[src/rtl/rng_pkg.sv]
// Shared constants and FSM encoding for the PRNG-to-Gaussian sample path.
// Latency: n/a (package only).
// Backpressure: n/a (package only).
// Contents: PRNG widths, default CLT parameters, derived mean, state encoding.
package rng_pkg;

  localparam int IN_size   = 32;  // width of the PRNG uniform output
  localparam int LFSR_size = 43;  // internal state width of the upstream PRNG
  localparam int UNI_bits  = 12;  // MSBs taken from each uniform sample
  localparam int LOG2_SUM  = 2;   // log2 of the number of samples summed
  localparam int OUT_size  = 16;  // signed output width

  localparam int NUM_SUM = 1 << LOG2_SUM;
  // Expected value of the sum: NUM_SUM uniforms, each centred on 2^(UNI_bits-1).
  localparam int MEAN    = NUM_SUM * (1 << (UNI_bits - 1));

  typedef enum logic [1:0] {
    S_IDLE = 2'd0,
    S_ACC  = 2'd1,
    S_OUT  = 2'd2
  } state_t;

endpackage

[src/rtl/gaussian_clt_if.sv]
// PRNG request/data lines plus the valid/ready output stream of gaussian_clt.
// Latency: n/a (wiring only).
// Backpressure: gaussReady from the consumer stalls the generator in S_OUT.
// master = generator side (drives fetch, sample, valid); slave = PRNG + consumer.
interface gaussian_clt_if #(
  parameter int IN_size  = 32,
  parameter int OUT_size = 16
);

  logic                fetchNewSample;
  logic [IN_size-1:0]  randomArray;
  logic [OUT_size-1:0] gaussOut;
  logic                gaussValid;
  logic                gaussReady;

  modport master (
    output fetchNewSample,
    output gaussOut,
    output gaussValid,
    input  randomArray,
    input  gaussReady
  );

  modport slave (
    input  fetchNewSample,
    input  gaussOut,
    input  gaussValid,
    output randomArray,
    output gaussReady
  );

endinterface

[src/rtl/uniform_accumulator.sv]
// Sums the uniforms that arrive one cycle after each fetch; flags the last one.
// Latency: a fetch in cycle n is captured at the end of cycle n+1.
// Backpressure: none; clear has priority and discards any partial sum.
// Ports: clock/reset, clear, fetch, uniform in; acc_sum (acc + uniform), last_capture out.
module uniform_accumulator #(
  parameter int UNI_bits = 12,
  parameter int LOG2_SUM = 2
) (
  input  logic                         clock,
  input  logic                         reset,
  input  logic                         clear,
  input  logic                         fetch,
  input  logic [UNI_bits-1:0]          uniform,
  output logic [UNI_bits+LOG2_SUM-1:0] acc_sum,
  output logic                         last_capture
);

  localparam int ACCW = UNI_bits + LOG2_SUM;
  localparam logic [LOG2_SUM:0] LAST_CAP = (LOG2_SUM + 1)'((1 << LOG2_SUM) - 1);

  logic            pending;  // the PRNG data on the bus this cycle answers a fetch
  logic [LOG2_SUM:0] cap_cnt;
  logic [ACCW-1:0] acc_q;

  // acc_sum is the running total including the current bus sample; it is only
  // meaningful while pending is high.
  assign acc_sum      = acc_q + ACCW'(uniform);
  assign last_capture = pending && (cap_cnt == LAST_CAP);

  always_ff @(posedge clock) begin
    if (!reset) begin
      pending <= 1'b0;
      cap_cnt <= '0;
      acc_q   <= '0;
    end else if (clear) begin
      pending <= 1'b0;
      cap_cnt <= '0;
      acc_q   <= '0;
    end else begin
      pending <= fetch;
      if (pending) begin
        acc_q   <= acc_sum;
        cap_cnt <= cap_cnt + 1'b1;
      end
    end
  end

endmodule

[src/rtl/gaussian_clt.sv]
// Central-limit Gaussian: sums NUM_SUM uniform PRNG samples and removes the mean.
// Latency: NUM_SUM+1 cycles from entering S_ACC to gaussValid; one sample per NUM_SUM+2 cycles.
// Backpressure: holds gaussOut/gaussValid and issues no fetches until gaussReady.
// Ports: clock, reset (sync, active-low), enableGauss, busy; bus = PRNG fetch/data + output stream.
module gaussian_clt #(
  parameter int IN_size  = rng_pkg::IN_size,
  parameter int UNI_bits = rng_pkg::UNI_bits,
  parameter int LOG2_SUM = rng_pkg::LOG2_SUM,
  parameter int OUT_size = rng_pkg::OUT_size
) (
  input  logic           clock,
  input  logic           reset,
  input  logic           enableGauss,
  output logic           busy,
  gaussian_clt_if.master bus
);

  import rng_pkg::*;

  // OUT_size must be at least UNI_bits+LOG2_SUM+1 so the centred sum fits.
  localparam int NSUM = 1 << LOG2_SUM;
  localparam int ACCW = UNI_bits + LOG2_SUM;
  localparam logic [ACCW:0]     MEAN_V    = (ACCW + 1)'(NSUM * (1 << (UNI_bits - 1)));
  localparam logic [LOG2_SUM:0] FETCH_MAX = (LOG2_SUM + 1)'(NSUM);

  state_t              state_q, state_d;
  logic [LOG2_SUM:0]   fetch_cnt;
  logic                fetch, clear, load, handshake;
  logic [ACCW-1:0]     acc_sum;
  logic                last_capture;
  logic signed [ACCW:0] centered;
  logic [OUT_size-1:0] out_q;
  logic                valid_q;
  logic [UNI_bits-1:0] uniform;
  logic                unused_lsbs;

  assign uniform     = bus.randomArray[IN_size-1 -: UNI_bits];
  assign unused_lsbs = ^bus.randomArray[IN_size-UNI_bits-1:0];

  // One extra bit above the accumulator makes the subtraction a proper signed
  // result; the sum never exceeds 2*MEAN so no saturation is needed.
  assign centered  = $signed({1'b0, acc_sum} - MEAN_V);
  assign handshake = valid_q & bus.gaussReady;
  assign busy      = (state_q != S_IDLE);

  assign bus.fetchNewSample = fetch;
  assign bus.gaussOut       = out_q;
  assign bus.gaussValid     = valid_q;

  uniform_accumulator #(
    .UNI_bits (UNI_bits),
    .LOG2_SUM (LOG2_SUM)
  ) u_acc (
    .clock        (clock),
    .reset        (reset),
    .clear        (clear),
    .fetch        (fetch),
    .uniform      (uniform),
    .acc_sum      (acc_sum),
    .last_capture (last_capture)
  );

  always_comb begin
    state_d = state_q;
    fetch   = 1'b0;
    clear   = 1'b0;
    load    = 1'b0;
    case (state_q)
      S_IDLE: begin
        if (enableGauss) begin
          state_d = S_ACC;
          clear   = 1'b1;
        end
      end
      S_ACC: begin
        // Enable is deliberately ignored here: a started sample always completes.
        fetch = (fetch_cnt < FETCH_MAX);
        if (last_capture) begin
          state_d = S_OUT;
          load    = 1'b1;
        end
      end
      S_OUT: begin
        if (handshake) begin
          if (enableGauss) begin
            state_d = S_ACC;
            clear   = 1'b1;
          end else begin
            state_d = S_IDLE;
          end
        end
      end
      default: state_d = S_IDLE;
    endcase
  end

  always_ff @(posedge clock) begin
    if (!reset) begin
      state_q   <= S_IDLE;
      fetch_cnt <= '0;
      out_q     <= '0;
      valid_q   <= 1'b0;
    end else begin
      state_q <= state_d;
      if (clear) begin
        fetch_cnt <= '0;
      end else if (fetch) begin
        fetch_cnt <= fetch_cnt + 1'b1;
      end
      if (load) begin
        out_q   <= OUT_size'(centered);
        valid_q <= 1'b1;
      end else if (handshake) begin
        valid_q <= 1'b0;
      end
    end
  end

endmodule
[src/flat_wrapper.sv]
// flat-port wrapper written by rule: the top's interface ports become plain ports
module gaussian_clt_flat import rng_pkg::*;
#(
  parameter int IN_size  = rng_pkg::IN_size,
  parameter int UNI_bits = rng_pkg::UNI_bits,
  parameter int LOG2_SUM = rng_pkg::LOG2_SUM,
  parameter int OUT_size = rng_pkg::OUT_size
)
  (clock, reset, enableGauss, busy, bus_fetchNewSample, bus_gaussOut, bus_gaussValid, bus_randomArray, bus_gaussReady);
  gaussian_clt_if #(.IN_size(IN_size), .OUT_size(OUT_size)) bus_i ();
  input  logic clock;
  input  logic reset;
  input  logic enableGauss;
  output logic busy;
  output wire logic [$bits(bus_i.fetchNewSample)-1:0] bus_fetchNewSample;
  output wire logic [$bits(bus_i.gaussOut)-1:0] bus_gaussOut;
  output wire logic [$bits(bus_i.gaussValid)-1:0] bus_gaussValid;
  input wire logic [$bits(bus_i.randomArray)-1:0] bus_randomArray;
  input wire logic [$bits(bus_i.gaussReady)-1:0] bus_gaussReady;
  assign bus_fetchNewSample = bus_i.fetchNewSample;
  assign bus_gaussOut = bus_i.gaussOut;
  assign bus_gaussValid = bus_i.gaussValid;
  assign bus_i.randomArray = bus_randomArray;
  assign bus_i.gaussReady = bus_gaussReady;
  gaussian_clt #(.IN_size(IN_size), .UNI_bits(UNI_bits), .LOG2_SUM(LOG2_SUM), .OUT_size(OUT_size)) u_core (.clock(clock), .reset(reset), .enableGauss(enableGauss), .busy(busy), .bus(bus_i));
endmodule
[config.mk]
export PLATFORM = sky130hd
export DESIGN_NAME = gaussian_clt_flat
export DESIGN_NICKNAME = d
export VERILOG_FILES = /design/src/rtl/rng_pkg.sv /design/src/rtl/gaussian_clt_if.sv /design/src/rtl/uniform_accumulator.sv /design/src/rtl/gaussian_clt.sv /design/src/flat_wrapper.sv
export SDC_FILE = /design/constraint.sdc
export NUM_CORES = 1
export LEC_CHECK = 0
export BUFFER_PORTS_ARGS = -buffer_cell sky130_fd_sc_hd__buf_2
export CAP_MARGIN = 20
export CORE_MARGIN = 5
export CORE_UTILIZATION = 45
export CTS_CLUSTER_SIZE = 30
export DETAILED_ROUTE_END_ITERATION = 7
export GPL_TIMING_DRIVEN = 0
export HOLD_SLACK_MARGIN = 0.15
export PLACE_DENSITY = 0.73
export SLEW_MARGIN = 10
export SYNTH_ARGS = -nofsm -noshare
export SYNTH_HDL_FRONTEND = slang
export SYNTH_SLANG_ARGS = --single-unit
export TNS_END_PERCENT = 5
[constraint.sdc]
create_clock -name clock -period 2.34 [get_ports clock]
set_clock_uncertainty 0.1 [all_clocks]
set_input_delay 0.117 -clock clock [delete_from_list [all_inputs] [get_ports clock]]
set_output_delay 0.117 -clock clock [all_outputs]
set_load 0.05 [all_outputs]
==> flow_summary_export.csv <==
group,metric,value,unit
grt,grt_max_degree,13,
min_path,min-delay-path-class,"input pin to flip-flop",
synth,synth_cell_types,41,
die,die_area,5940,um2
timing,max_freq,423,MHz
die,die_h,77.1,um
cts,clkSlewWorstSetupHoldPaths,80,ps
timing,finalSetupViolations,2,
synth,syn-instance-count,235,
synth,yosys-top-cells-area,"dfxtp_1 (38%), ha_1 (9.3%), a21oi_1 (5.4%)",
synth,synth-edff-count,0,
setup_path,path_cells,"ha_4 -> fa_2 -> a21o_2 -> a221o_2 -> a311oi_2 -> o21a_1 -> or4_1 -> nand3_1",
synth,avgSynthCellArea,8.62,um2
setup_path,crit_path_top_delay_cell,"a221o_2",
timing,period_share,101,%
cells_and_area,fillers,396,
cells_and_area,n_antenna_cell,0,
routing,drt_iter0_markers,75,
synth,ys_seq_elements,38,
setup_path,path_class,"flip-flop to flip-flop",
die,rows,24,
setup_path,cp.required,2430,ps
pwr,powerDensity,616,nW/um2
die,initial_utilization,46.5,%
routing,drc,0,
setup_path,path_max_fanout,4,
place,gp_congestion,0.783,
synth,syn_nets,287,
pwr,p_leak,1.09,nW
die,fp.dieW,77.1,um
synth,async_reset_ff_share,0,%
cells_and_area,stdcell_count,335,
timing,period_minus_slack,2360,ps
synth,synth_common_cells,"dfxtp_1 (38), nand2_1 (25), nor2_1 (23)",
timing,grt_setup_unrepaired,"true",
cells_and_area,syn_to_final_growth,23.3,%
routing,num_vias,1823,
cts,h-tree-depth,2,
grt,grt_usage,16.5,%
run,drv_cap,0,
timing,finalHoldViolations,0,
outcome,violations,"setup timing",
setup_path,crit_path_end_kind,"flip-flop",
routing,postRouteAntennaNets,0,
cts,cts_made_buffers,5,
cts,clock_path_buffers,2,
place,dp_cells,321,
cells_and_area,drive_above_1_share,22.6,%
cts,worstSkewPairLatency,300,ps
cts,cts_tree,"yes",
grt,grt_pass1_wl,7980,um
routing,drtPass1Iterations,4,
routing,wl,4790,um
timing,tns,-35.5,ps
outcome,status,"finished, violations left",
routing,vias_per_cell,5.44,
die,core,4350,um2
cts,ctsRootBufferMaster,"clkbuf_8",
synth,ys.flop_type,"dfxtp_1",
setup_path,startpoint_type,"flip-flop",
timing,relSlewSlack,51.7,%
grt,gr-total-overflow,0,
grt,antenna_found_initial,0,
synth,netlist_area,2030,um2
grt,grt_pass1_vias,1774,
cells_and_area,fin_area,2500,um2
place,io_buffers,34,
routing,wire_per_inst,14.3,um
timing,final_max_slew_viol_count,0,
timing,tightest_slew,724,ps
synth,yosys.area.top_type_share,37.6,%
place,dp.final_hpwl,3420,um
timing,timing.hold.ws,233,ps
routing,wl_met1,2210,um
synth,synth.most_common_cell,"dfxtp_1",
synth,yosys_warnings,0,
cts,cts_num_sinks,38,
die,io-pin-count,55,
place,placed_cell_area,2260,um2
cells_and_area,nets,334,
pwr,total_power,1.54,mW
setup_path,critical_path_arrival,2460,ps
setup_path,slowest_delay,370,ps
synth,synth-seq-area-share,37.6,%
pwr,irDropWorstVdd,0.333,mV
routing,wl_met2,2250,um
routing,dr.max_layer_used,"met4",
routing,wl_met3,278,um
synth,synth_top_area_cell,"dfxtp_1",
timing,fin_ws,-22.1,ps
path summary, 6_finish.rpt:
path / from / endpoint / slack, ps / cells after the start
max: u_core.u_acc.acc_q[0]$_SDFFE_PP0P_ / u_core.bus.gaussOut[12]$_SDFFE_PN0P_ / -20 / 8
min: bus_randomArray[21] / u_core.u_acc.acc_q[1]$_SDFFE_PP0P_ / 230 / 4
max reg2reg: u_core.u_acc.acc_q[0]$_SDFFE_PP0P_ / u_core.bus.gaussOut[12]$_SDFFE_PN0P_ / -20 / 8
min reg2reg: u_core.bus.gaussOut[4]$_SDFFE_PN0P_ / u_core.bus.gaussOut[4]$_SDFFE_PN0P_ / 360 / 2
stage by stage:
step,util (%),setup WS [ps]
floorplan,-,17.3
global placement,51.9,-132
detailed placement,51.9,-155
CTS,56.9,-98.0
global route,57.4,-118
finish,57.4,-22.1
flip-flops by register name (all words and copies together) (netlist names):
name	count
u_core.bus.gaussOut	14
u_core.bus.gaussValid	1
u_core.fetch_cnt	3
u_core.u_acc.pending	1
u_core.u_acc.acc_q	14
u_core.state_q	2
u_core.u_acc.cap_cnt	3
cells by family after synthesis:
logic type / Yosys count / share of synthesized area, %
simple gates: 88 / 20.8
mux: 9 / 4.45
compound gates: 57 / 18.5
buf+inv: 17 / 4.08
xor+xnor: 10 / 4.32
flops: 38 / 37.6
fa+ha+maj: 16 / 10.3
worst max-delay path: cells and delay by family (launching register included):
kind	cells	cell delay, ps
AOI/OAI and AO/OA	4	1120
adders and majority gates	2	510
DFF	1	340
and+or+nand+nor	2	190
cells in the final DEF (no fill, tap or decap), drive strengths merged, types with 2 or more instances in the layout:
master,instances
o21ai,7
xnor2,8
or3,3
nor2,23
xor2,2
a21oi,22
bufinv,2
clkbuf,12
a31o,2
nand2,25
o211ai,4
nand2b,3
a21o,8
buf,41
dfxtp,38
dlygate4sd3,4
and3,3
nand4,4
nor3,2
nor2b,2
a311oi,2
inv,6
nand4b,2
a211oi,4
mux2i,9
a21boi,3
or4,3
ha,15
nand3,16
metal layers:
metal	GRT usage, %	vias to the layer above
li1	-	933
met1	20.3	830
met2	27.1	54
met3	4.92	6
met4	5.84	0
met5	0	-
what timing repair did:
item                                    CTS  global route
pin swaps                                 8             6
endpoints found under the hold margin     7             0
buffers inserted                          2             0
endpoints found under the setup margin    6            12
hold buffers                              4             0
gates resized for setup                   5             5
final cells by class:
cell class / instances / area (um2) / area share [%]
Multi-Input combinational cell: 180 / 1220 / 48.9
Sequential cell: 38 / 762 / 30.5
Timing Repair Buffer: 40 / 225 / 9.01
Clock buffer: 6 / 82.6 / 3.30
Tap cell: 52 / 65.1 / 2.60
Clock inverter: 2 / 60.1 / 2.40
Buffer: 11 / 60.1 / 2.40
Inverter: 6 / 22.5 / 0.901
report_power, final:
group,internal [mW],switching (mW),leakage [nW],total (mW)
sequential,0.656,0.00706,0.307,0.663
combinational,0.0702,0.104,0.715,0.175
clock,0.455,0.248,0.0714,0.703
Note: power is estimated with default switching activity, not from simulation.
